[src/rtl/nv_nvdla_pdp_split_sched.sv]
// Split-width operation scheduler for the PDP core.
// Starts each operation, walks nested width/height/surface/segment counters
// for input (RDMA->core) and output (core->WDMA) beats, picks the per-segment
// widths and holds input of segment k+1 until segment k output has drained.
module nv_nvdla_pdp_split_sched (
  input  logic        nvdla_core_clk,
  input  logic        nvdla_core_rstn,
  input  logic        reg2dp_op_en,
  input  logic [7:0]  pooling_splitw_num_cfg,
  input  logic [9:0]  pooling_fwidth_cfg,
  input  logic [9:0]  pooling_mwidth_cfg,
  input  logic [9:0]  pooling_lwidth_cfg,
  input  logic [9:0]  pooling_out_fwidth_cfg,
  input  logic [9:0]  pooling_out_mwidth_cfg,
  input  logic [9:0]  pooling_out_lwidth_cfg,
  input  logic [12:0] reg2dp_cube_in_height,
  input  logic [12:0] reg2dp_cube_out_height,
  input  logic [12:0] pooling_channel_cfg,
  input  logic        in_valid,
  input  logic        in_ready_core,
  output logic        in_ready,
  input  logic        out_valid,
  input  logic        out_ready,
  output logic        pdp_op_start,
  output logic [7:0]  seg_idx,
  output logic [9:0]  seg_width_in,
  output logic [9:0]  seg_width_out,
  output logic        in_line_end,
  output logic        in_surf_end,
  output logic        in_seg_end,
  output logic        sched_busy,
  output logic        dp2reg_done
);

  typedef enum logic [2:0] {
    S_IDLE  = 3'd0,
    S_START = 3'd1,
    S_RUN   = 3'd2,
    S_DRAIN = 3'd3,
    S_DONE  = 3'd4
  } state_t;

  state_t      r_state;
  logic        r_op_en_d;
  logic        r_op_start;
  logic        r_done;
  logic        r_busy;

  logic [9:0]  r_in_w;
  logic [12:0] r_in_h;
  logic [12:0] r_in_c;
  logic [7:0]  r_in_seg;
  logic [9:0]  r_out_w;
  logic [12:0] r_out_h;
  logic [12:0] r_out_c;
  logic [7:0]  r_out_seg;

  logic        w_in_acc;
  logic        w_out_acc;
  logic        w_in_line_end;
  logic        w_in_surf_end;
  logic        w_in_seg_end;
  logic        w_out_line_end;
  logic        w_out_surf_end;
  logic        w_out_seg_end;
  logic        w_seg_drained;
  logic        w_last_seg;
  logic        w_abort;
  logic        w_clear;
  logic [9:0]  w_width_in;
  logic [9:0]  w_width_out;

  // First segment (or an unsplit op) uses fwidth, the final one lwidth, the rest mwidth.
  function automatic logic [9:0] selWidth(input logic [7:0] seg, input logic [7:0] num,
                                          input logic [9:0] fw, input logic [9:0] mw,
                                          input logic [9:0] lw);
    logic [9:0] w;
    if (num == 8'd0 || seg == 8'd0) w = fw;
    else if (seg == num)            w = lw;
    else                            w = mw;
    return w;
  endfunction

  assign w_width_in  = selWidth(r_in_seg, pooling_splitw_num_cfg, pooling_fwidth_cfg,
                                pooling_mwidth_cfg, pooling_lwidth_cfg);
  assign w_width_out = selWidth(r_out_seg, pooling_splitw_num_cfg, pooling_out_fwidth_cfg,
                                pooling_out_mwidth_cfg, pooling_out_lwidth_cfg);

  assign in_ready  = in_ready_core & (r_state == S_RUN);
  assign w_in_acc  = in_valid & in_ready;
  assign w_out_acc = out_valid & out_ready & (r_state != S_IDLE);

  assign w_in_line_end  = (r_in_w == w_width_in);
  assign w_in_surf_end  = w_in_line_end & (r_in_h == reg2dp_cube_in_height);
  assign w_in_seg_end   = w_in_surf_end & (r_in_c == pooling_channel_cfg);
  assign w_out_line_end = (r_out_w == w_width_out);
  assign w_out_surf_end = w_out_line_end & (r_out_h == reg2dp_cube_out_height);
  assign w_out_seg_end  = w_out_surf_end & (r_out_c == pooling_channel_cfg);

  // The output side only releases input once it finishes the segment input is parked on.
  assign w_seg_drained = w_out_acc & w_out_seg_end & (r_out_seg == r_in_seg);
  assign w_last_seg    = (r_in_seg == pooling_splitw_num_cfg);

  assign w_abort = ~reg2dp_op_en &
                   ((r_state == S_START) | (r_state == S_RUN) | (r_state == S_DRAIN));
  assign w_clear = w_abort | ~((r_state == S_RUN) | (r_state == S_DRAIN));

  assign in_line_end   = w_in_line_end;
  assign in_surf_end   = w_in_surf_end;
  assign in_seg_end    = w_in_seg_end;
  assign seg_idx       = r_in_seg;
  assign seg_width_in  = w_width_in;
  assign seg_width_out = w_width_out;
  assign pdp_op_start  = r_op_start;
  assign dp2reg_done   = r_done;
  assign sched_busy    = r_busy;

  // Operation state machine with registered start/done pulses and busy flag.
  always_ff @(posedge nvdla_core_clk or negedge nvdla_core_rstn) begin
    if (!nvdla_core_rstn) begin
      r_state    <= S_IDLE;
      r_op_en_d  <= 1'b0;
      r_op_start <= 1'b0;
      r_done     <= 1'b0;
      r_busy     <= 1'b0;
    end else begin
      r_op_en_d  <= reg2dp_op_en;
      r_op_start <= 1'b0;
      r_done     <= 1'b0;
      case (r_state)
        S_IDLE: begin
          if (reg2dp_op_en && !r_op_en_d) begin
            r_state    <= S_START;
            r_op_start <= 1'b1;
            r_busy     <= 1'b1;
          end
        end
        S_START: begin
          if (w_abort) begin
            r_state <= S_IDLE;
            r_busy  <= 1'b0;
          end else begin
            r_state <= S_RUN;
          end
        end
        S_RUN: begin
          if (w_abort) begin
            r_state <= S_IDLE;
            r_busy  <= 1'b0;
          end else if (w_in_acc && w_in_seg_end) begin
            r_state <= S_DRAIN;
          end
        end
        S_DRAIN: begin
          if (w_abort) begin
            r_state <= S_IDLE;
            r_busy  <= 1'b0;
          end else if (w_seg_drained) begin
            if (w_last_seg) begin
              r_state <= S_DONE;
              r_done  <= 1'b1;
            end else begin
              r_state <= S_RUN;
            end
          end
        end
        S_DONE: begin
          r_state <= S_IDLE;
          r_busy  <= 1'b0;
        end
        default: begin
          r_state <= S_IDLE;
          r_busy  <= 1'b0;
        end
      endcase
    end
  end

  // Nested beat counters; the input segment index only advances once its output has drained.
  always_ff @(posedge nvdla_core_clk or negedge nvdla_core_rstn) begin
    if (!nvdla_core_rstn) begin
      r_in_w    <= 10'd0;
      r_in_h    <= 13'd0;
      r_in_c    <= 13'd0;
      r_in_seg  <= 8'd0;
      r_out_w   <= 10'd0;
      r_out_h   <= 13'd0;
      r_out_c   <= 13'd0;
      r_out_seg <= 8'd0;
    end else if (w_clear) begin
      r_in_w    <= 10'd0;
      r_in_h    <= 13'd0;
      r_in_c    <= 13'd0;
      r_in_seg  <= 8'd0;
      r_out_w   <= 10'd0;
      r_out_h   <= 13'd0;
      r_out_c   <= 13'd0;
      r_out_seg <= 8'd0;
    end else begin
      if (w_in_acc) begin
        if (w_in_line_end) begin
          r_in_w <= 10'd0;
          if (w_in_surf_end) begin
            r_in_h <= 13'd0;
            if (w_in_seg_end) r_in_c <= 13'd0;
            else              r_in_c <= r_in_c + 13'd1;
          end else begin
            r_in_h <= r_in_h + 13'd1;
          end
        end else begin
          r_in_w <= r_in_w + 10'd1;
        end
      end
      if (r_state == S_DRAIN && w_seg_drained && !w_last_seg) begin
        r_in_seg <= r_in_seg + 8'd1;
      end
      if (w_out_acc) begin
        if (w_out_line_end) begin
          r_out_w <= 10'd0;
          if (w_out_surf_end) begin
            r_out_h <= 13'd0;
            if (w_out_seg_end) begin
              r_out_c <= 13'd0;
              if (r_out_seg == pooling_splitw_num_cfg) r_out_seg <= 8'd0;
              else                                     r_out_seg <= r_out_seg + 8'd1;
            end else begin
              r_out_c <= r_out_c + 13'd1;
            end
          end else begin
            r_out_h <= r_out_h + 13'd1;
          end
        end else begin
          r_out_w <= r_out_w + 10'd1;
        end
      end
    end
  end

endmodule

[config.mk]
export PLATFORM = sky130hd
export DESIGN_NAME = nv_nvdla_pdp_split_sched
export DESIGN_NICKNAME = d
export VERILOG_FILES = /design/src/rtl/nv_nvdla_pdp_split_sched.sv
export SDC_FILE = /design/constraint.sdc
export NUM_CORES = 1
export LEC_CHECK = 0
export CAP_MARGIN = 20
export CORE_MARGIN = 2
export CORE_UTILIZATION = 35
export CTS_BUF_LIST = sky130_fd_sc_hd__clkbuf_2
export CTS_CLUSTER_DIAMETER = 60
export DETAILED_ROUTE_END_ITERATION = 10
export DONT_BUFFER_PORTS = 1
export GPL_TIMING_DRIVEN = 0
export PLACE_DENSITY = 0.54
export REMOVE_ABC_BUFFERS = 1
export SYNTH_ARGS = -nofsm -noshare
export SYNTH_HDL_FRONTEND = slang
export SYNTH_SLANG_ARGS = --single-unit
[constraint.sdc]
create_clock -name nvdla_core_clk -period 3.16 [get_ports nvdla_core_clk]
set_input_delay 0.474 -clock nvdla_core_clk [delete_from_list [all_inputs] [get_ports nvdla_core_clk]]
set_output_delay 0.474 -clock nvdla_core_clk [all_outputs]
set_load 0.005 [all_outputs]
==> results.md, run 1 <==
- In the final layout, flip-flops and latches occupy 2400 um^2.
- The checks that failed: setup timing.
- Measured along the x axis, the die boundary spans 149 um.
- The max-capacitance violation count is 0.
- The post-layout net count is 1,049.
- In this run the static leakage power is 3.58 nW.
- The startpoint of the tightest hold check path is reg2dp_op_en.
- The worst setup path is captured at a primary output.
- For the pin with the worst max-slew slack, the measured transition is 939 ps.
- The tightest min-delay check is of the in2reg type.
- The share of the Yosys chip area taken by registers is 0.325.
- Of the total power, the clock network draws 0.290.
- The number of DRC violations after detailed-routing iteration 0 is 309.
- Clock-pin slew was measured on the worst setup and hold paths at 290 ps.
- The final setup violation count is 3.
- Wires add up to 21.4 mm.
- CTS built an H-tree with a depth of 3.
- For this run, global-route usage on met3 was measured as 0.0325.
- The routability-driven placement congestion ratio is 0.858.
- The number of distinct library cell variants in the gate-level netlist after synthesis is 68.
- Internal power comes to 1.53 mW.
- From bottom edge to top edge, the die measures 149 um.
- The count of cells along the worst hold path is 3.
- The area growth from synthesis to layout is 17.7%.
- The worst reg2reg path startpoint is r_out_seg[0].
- The starting density of the core is 0.359.
- After detailed routing, the number of remaining DRC violations is 0.
- The cell sitting at the root of the clock tree is a sky130_fd_sc_hd__clkbuf_2.
- The clock latency of the later-clocked register in the worst-skew pair is 600 ps.
- In the final routed layout, each cell accounts on average for 17.8 um.
- STA puts the critical path data required time at 2690 ps.
- The die covers 22,100 um^2.
- The run finished, with violations left.
- Setup repair after global routing could not meet its margin everywhere.
- In this run the critical register-to-register path is captured at r_out_h[8].
- Fill cells in the final layout number 2,093.
- The global routing stage identified its most utilized layer as met2.
- The sum of net half-perimeters after detailed placement is 14.9 mm.
- The shortest clock period the worst path allows after layout is 3280 ps.
- The total non-filler cell area in the finished layout is 8620 um^2.
- 149 I/O pins were placed.
- Of the cells placed in the final design, the portion with a size suffix greater than 1 is 0.210.
- The met2 layer usage reported by global route is 0.296.
- The clock sink count is 95.
- The kind of critical path is reg2out.
- The share of synthesized registers carrying an async set or reset is 1.00.
- Dividing the synthesized area by the synthesized cell count gives 8.24 um^2.
- The final hold violation count is 0.
- The commonest non-fill, non-tap cell in the layout is sky130_fd_sc_hd__dfrtp_1.
- The arrival time at the worst endpoint is 2800 ps.
- The leftover overflow at the end of global routing is 0.
- The worst min-delay path endpoint is r_state[1].
- The pin count of the biggest net entering global routing is 96.
- IR analysis of the VDD net gives a maximum drop of 0.000139 V.
- The final worst setup slack is -118 ps.
- The first detailed-routing pass ran for 5 iterations.
- The proportion of power drawn by combinational gates is 0.140.
- Port buffering added 0 buffers.
- The wire length of the first global-routing pass is 33.3 mm.
- The via count of the first global-routing pass is 6,184.
- The floorplan step defined a core boundary enclosing 20,400 um^2.
- The longest clock path from root to sink contains 2 buffers.
- Clock tree synthesis inserted a total of 9 buffers.
- The maximum fanout along the worst path is 7.
- The setup clock skew after layout is 35.2 ps.
- The area taken by multi-input logic gates is 5050 um^2.
- Of the total power, registers draw 0.570.
- The post-synthesis register bit count is 95.
- The worst setup path is launched from a flop.
- The antenna violation net count after detailed routing is 0.
- Of the total power, the share spent switching nets is 0.294.
- The area of placed instances is 7480 um^2.
- Summing internal, switching and leakage power gives 2.17 mW.
- The cell area after technology mapping is 7320 um^2.
- In this run the tightest slew margin relative to its limit is 0.372.
- The number of cells on the worst reg-to-reg path is 11.
- The number of synthesized flops with an enable pin is 0.
- For this run, the number of Yosys warnings is 0.
- The number of antenna violations at the first check in global routing is 1.
- The top flip-flop cell by instance count after synthesis is sky130_fd_sc_hd__dfrtp_1.
- In this run the power spent charging and discharging nets is 640 uW.
- The met1 demand-to-capacity share in global routing is 0.269.
- The detail-routed via count per cell is 5.61.
- On the final layout, the worst hold slack is 125 ps.
- In the finished design, the share of the clock period the worst path needs comes to 1.04.
- The total negative setup slack is -234 ps.
- Row generation in the floorplan step produced 52 rows.
- The final count of pins violating max slew is 0.
- The setup slack of the worst register-to-register path is 40 ps.
- The library cells used most frequently in the layout, excluding fill and tap cells, are sky130_fd_sc_hd__dfrtp_1, sky130_fd_sc_hd__nand2_1, sky130_fd_sc_hd__nor2_1.
- Power spread over the standard cell area amounts to 252 nW/um^2.
- Derived from the worst setup path, the maximum achievable clock frequency is 305 MHz.
- The core utilization of the finished layout is 0.423.
- Synthesis produced 888 cells.
- For this run, the total global-route usage over all layers was measured as 0.188.
- TritonCTS built the clock tree.
- The routed via count is 6,735.
[cells in the mapped netlist, types with 9 or more instances]
| cell type | n | area (um^2) |
|---|---|---|
| sky130_fd_sc_hd__nor3_1 | 11 | 55.1 |
| sky130_fd_sc_hd__ha_1 | 10 | 125 |
| sky130_fd_sc_hd__or3_1 | 21 | 131 |
| sky130_fd_sc_hd__a21oi_1 | 52 | 260 |
| sky130_fd_sc_hd__inv_1 | 36 | 135 |
| sky130_fd_sc_hd__or4_1 | 14 | 105 |
| sky130_fd_sc_hd__xnor2_1 | 55 | 482 |
| sky130_fd_sc_hd__o21ai_0 | 58 | 290 |
| sky130_fd_sc_hd__buf_2 | 10 | 50.1 |
| sky130_fd_sc_hd__nand2_1 | 78 | 293 |
| sky130_fd_sc_hd__clkbuf_1 | 31 | 116 |
| sky130_fd_sc_hd__nor2_1 | 69 | 259 |
| sky130_fd_sc_hd__nor4_1 | 14 | 87.6 |
| sky130_fd_sc_hd__mux2i_1 | 10 | 100 |
| sky130_fd_sc_hd__dfrtp_1 | 95 | 2380 |
| sky130_fd_sc_hd__a22o_1 | 15 | 131 |
| sky130_fd_sc_hd__a21o_1 | 13 | 97.6 |
| sky130_fd_sc_hd__and3_1 | 24 | 150 |
| sky130_fd_sc_hd__a31oi_1 | 16 | 100 |
| sky130_fd_sc_hd__xor2_1 | 66 | 578 |
| sky130_fd_sc_hd__nand4_1 | 21 | 131 |
| sky130_fd_sc_hd__and2_1 | 10 | 62.6 |
| sky130_fd_sc_hd__nand3_1 | 34 | 170 |
| sky130_fd_sc_hd__o31ai_1 | 9 | 67.6 |
[cells by family after synthesis]
logic type | count (synthesis) | synth area share
XOR/XNOR | 121 | 0.145
multiplexers | 13 | 0.0183
AO/OA/AOI/OAI | 214 | 0.189
adder cells (fa/ha/maj) | 10 | 0.0171
buffers and inverters | 84 | 0.0484
AND/OR/NAND/NOR | 351 | 0.258
flip-flops | 95 | 0.325
[through the flow]
stage / worst slack [ps] / instances
4_1_cts: -224 / 1171
3_3_place_gp: -1150 / 1111
2_1_floorplan: -238 / 841
5_1_grt: -297 / 1201
3_5_place_dp: -1210 / 1115
6_report: -118 / 1201
[worst max path at each step]
stage	from	slack (ps)	endpoint
after floorplan	r_out_seg[0]	-240	r_out_seg[1]
after global placement	seg_idx[0]	-1150	r_in_h[12]
after detailed placement	seg_idx[0]	-1210	r_in_h[12]
after CTS	seg_idx[0]	-220	in_seg_end
after global routing	seg_idx[2]	-300	in_surf_end
final	seg_idx[5]	-120	in_seg_end
[timing repair]
item                                    in CTS  in global routing
cloned                                       2                  2
hold buffers                                 3                  0
endpoints found under the setup margin     110                 88
buffers inserted                            35                 26
gates resized for setup                     58                 58
pin swaps                                   27                 36
hold endpoints to repair                    97                  0
[metal layers]
layer	up-vias	share of wire	routed length [um]
li1	3254	-	-
met3	15	0.062	1330
met5	-	0	0
met1	3284	0.46	9760
met2	182	0.47	10000
met4	0	0.011	238
[flip-flops by register name (all words and copies together), names as in the netlist]
register	flops
r_out_h	13
r_out_c	13
seg_idx	8
pdp_op_start	1
r_in_c	13
r_out_w	10
r_out_seg	8
r_op_en_d	1
sched_busy	1
dp2reg_done	1
r_state	3
r_in_w	10
r_in_h	13
[final cells by class]
type / instances / share of cell area
Tap cell: 270 / 0.0392
Clock buffer: 9 / 0.00523
Inverter: 37 / 0.0163
Antenna cell: 1 / 0.000290
Sequential cell: 95 / 0.278
Multi-Input combinational cell: 712 / 0.586
Clock inverter: 7 / 0.00726
Timing Repair Buffer: 70 / 0.0679
[power groups by stage]
stage	logic (mW)	clock network [mW]	registers, mW
4_1_cts	0.278	0.669	1.24
3_3_place_gp	0.207	0	1.26
3_5_place_dp	0.212	0	1.26
2_1_floorplan	0.166	0	1.25
5_1_grt	0.337	0.717	1.24
6_report	0.303	0.631	1.24
[critical path: stages, from the launching register on]
cell and delay (ps):
sky130_fd_sc_hd__dfrtp_2 560, sky130_fd_sc_hd__xor2_2 180, sky130_fd_sc_hd__nor4_4 340, sky130_fd_sc_hd__buf_4 190
sky130_fd_sc_hd__a21boi_1 80, sky130_fd_sc_hd__a211oi_4 270, sky130_fd_sc_hd__o221a_4 290, sky130_fd_sc_hd__buf_6 110
sky130_fd_sc_hd__and3_4 180
No activity file was read; power rests on OpenSTA's default activity.
==> inputs of run 2 (changes only) <==
--- a/config.mk
+++ b/config.mk
@@ -15,6 +15,7 @@
 export GPL_TIMING_DRIVEN = 0
 export PLACE_DENSITY = 0.54
 export REMOVE_ABC_BUFFERS = 1
+export SLEW_MARGIN = 20
 export SYNTH_ARGS = -nofsm -noshare
 export SYNTH_HDL_FRONTEND = slang
 export SYNTH_SLANG_ARGS = --single-unit
==> run 2 against run 1 <==
Net effect: routed wire length increased by 3.1%; design area increased by 2.5%; critical endpoint unchanged; via count increased by 0.62%; die area unchanged; hold slack got worse by 48 ps; total power increased by 1.0%; sequential cell count unchanged; the run still ends with setup timing left; critical path type unchanged; global-route usage increased by 0.18 points; clock skew increased by 12 ps.
==> results.md, run 2 (synthesized netlist as in run 1, its figures left out) <==
- The clock sink count is 95.
- The part of the power in the clock network is 0.293.
- The shortest clock period the worst path allows after layout is 3420 ps.
- Row generation in the floorplan step produced 52 rows.
- For met3 alone, demand over resource in global routing was 0.0429.
- The final hold violation count is 0.
- In the layout the commonest cells are sky130_fd_sc_hd__dfrtp_1, sky130_fd_sc_hd__nand2_1, sky130_fd_sc_hd__xor2_1.
- After the flow finishes, the layout carries non-filler instances totaling 1,205.
- For flop-to-flop paths, the worst setup slack is -120 ps.
- The first global-routing pass estimated 33.6 mm of wire.
- The startpoint type of the worst setup path is a flop.
- The peak supply drop is 0.000182 V.
- After routing the design area is 8830 um^2.
- The root cell of the clock tree is sky130_fd_sc_hd__clkbuf_2.
- The residual DRC count is 0.
- Of the total power, the share spent switching nets is 0.299.
- Setup violations remaining at the end of the flow were counted as 42.
- The analysis attributes to net switching a power of 657 uW.
- After layout, the worst setup slack is -258 ps.
- The type of the worst min-delay path is in2reg.
- The met1 demand-to-capacity share in global routing is 0.260.
- Of the cells placed in the final design, the portion with a size suffix greater than 1 is 0.237.
- STA puts the critical path data required time at 2690 ps.
- The detailed router placed 6,777 vias in this run.
- The critical path starts at seg_idx[4].
- The antenna violation net count after detailed routing is 0.
- The endpoint type of the worst setup path is a primary output.
- The number of antenna violations at the first check in global routing was 2.
- The clock transition at the registers of the reported paths is 310 ps.
- The initial utilization of the core area, before any placement, comes to 0.359.
- The detail-routed via count per cell is 5.62.
- The worst reg2reg path startpoint is seg_idx[4].
- Headroom to the max-slew limit came out at 0.334.
- Setup repair after global routing could not meet its margin everywhere.
- The die span in x is 149 um.
- For this run, the share of the core covered by cells in the final layout is 0.434.
- The routability-driven placement congestion ratio is 0.858.
- Summed over all cells, the static leakage comes to 3.71 nW.
- The leftover overflow at the end of global routing is 0.
- Relative to the synthesized area, the layout overhead comes to 20.7%.
- The total internal power is 1.54 mW.
- The slew at the pin closest to its max-slew limit is 995 ps.
- The count of H-tree levels built during CTS is 3.
- After the first detailed-routing iteration, the DRC count stood at 359.
- At the later pin of the worst-skew pair, clock insertion delay measures 620 ps.
- The worst hold path begins at reg2dp_op_en.
- The sequential share of power is 0.565.
- Of the available clock period, the critical path in the final layout requires 1.08.
- The via count of the first global-routing pass was 6,329.
- The sum of net half-perimeters after detailed placement is 14.7 mm.
- The checks that failed: setup timing.
- TritonCTS built the clock tree.
- After detailed placement, the total cell area comes to 7470 um^2.
- The setup clock skew after layout is 47.4 ps.
- The final wirelength is 22.0 mm.
- At the worst endpoint, the arrival time is 2940 ps.
- The I/O pin count is 149.
- Along the worst path, the maximum fanout reaches 7.
- Port buffering added 0 buffers.
- The instance count after placement with tap cells included is 1,111.
- The run finished, with violations left.
- The commonest non-fill, non-tap cell in the layout is sky130_fd_sc_hd__dfrtp_1.
- The die extent in y is 149 um.
- The routed wirelength normalized by instance count is 18.3 um.
- The tool flagged a number of max-cap violations equal to 0.
- The core area is 20,400 um^2.
- The met2 layer usage reported by global route is 0.307.
- The final count of pins violating max slew is 0.
- The highest achievable clock rate is 293 MHz.
- The total power consumption of the routed design is 2.20 mW.
- In the global route stage, overall resource usage came out at 0.190.
- Of the total power, combinational logic draws 0.142.
- The first-pass iteration count of the detailed router is 5.
- The number of buffers created by CTS is 9.
- Entering global routing, the biggest net connects 96 pins.
- The clock tree buffer depth is 2.
- The power density relative to cell area is 249 nW/um^2.
- The die covers 22,100 um^2.
- The critical path is of the reg2out type.
- The post-layout net count is 1,052.
- The layer carrying the most global-route usage is met2.
-- run 2: cell types whose count changed in the layout (fill, tap and decap cells not counted), moves of 5 or more --
cell	previous run	this run
sky130_fd_sc_hd__buf_6	9	19
sky130_fd_sc_hd__buf_4	55	44
sky130_fd_sc_hd__a21oi_2	9	19
sky130_fd_sc_hd__o21ai_0	57	52
sky130_fd_sc_hd__clkinv_2	5	0
sky130_fd_sc_hd__a21oi_1	41	31
sky130_fd_sc_hd__nand2_4	3	9
-- run 2: timing repair --
item / 4_1_cts / 5_1_grt
endpoints found under the setup margin: 112 / 83
resized for setup: 55 / 99
hold buffers: 3 / 0
endpoints found under the hold margin: 97 / 0
gates cloned: 2 / 3
buffers inserted: 29 / 40
pin swaps: 25 / 59
-- run 2: critical path, cell delays in order, from the launching register on --
cell	delay, ps
sky130_fd_sc_hd__dfrtp_1	600
sky130_fd_sc_hd__xor2_1	280
sky130_fd_sc_hd__nor4_4	50
sky130_fd_sc_hd__buf_4	170
sky130_fd_sc_hd__and2_1	160
sky130_fd_sc_hd__a211oi_1	300
sky130_fd_sc_hd__o22ai_2	140
sky130_fd_sc_hd__o31ai_4	320
sky130_fd_sc_hd__buf_6	150
sky130_fd_sc_hd__and3_4	180
-- run 2: area by class of cell --
cell class / instances / area (um^2)
Fill cell: 2054 / 11500
Multi-Input combinational cell: 713 / 5150
Sequential cell: 95 / 2400
Timing Repair Buffer: 72 / 684
Tap cell: 270 / 338
Inverter: 37 / 141
Clock inverter: 7 / 72.6
Clock buffer: 9 / 45.0
Antenna cell: 2 / 5.00
-- run 2: per-stage QoR --
stage	setup WS [ps]	hold slack [ps]	setup TNS, ps
3_5_place_dp	-989	180	-46770
5_1_grt	-398	29.8	-7490
6_report	-258	77.8	-2680
2_1_floorplan	-238	178	-1980
3_3_place_gp	-1150	180	-55800
4_1_cts	-288	27.1	-846
-- run 2: path summary, 6_finish.rpt --
kind                           endpoint  depth (start not counted)
hold / removal               r_state[1]                          3
setup / recovery             in_seg_end                          9
setup reg to reg              r_in_c[4]                         15
max in group asynchronous    r_out_h[1]                          2
hold reg to reg            pdp_op_start                          1
min in group asynchronous  r_out_seg[2]                          2
-- run 2: power by group through the flow --
stage | Clock, mW | Combinational [mW] | Sequential [mW]
after floorplan | 0 | 0.166 | 1.25
after global placement | 0 | 0.207 | 1.26
after detailed placement | 0 | 0.209 | 1.26
after CTS | 0.671 | 0.279 | 1.24
after global routing | 0.725 | 0.348 | 1.24
final | 0.643 | 0.313 | 1.24
-- run 2: layer usage --
layer	up-vias	routed length, um
li1	3282	-
met1	3285	10200
met2	179	10300
met3	31	1230
met4	0	319
met5	-	0
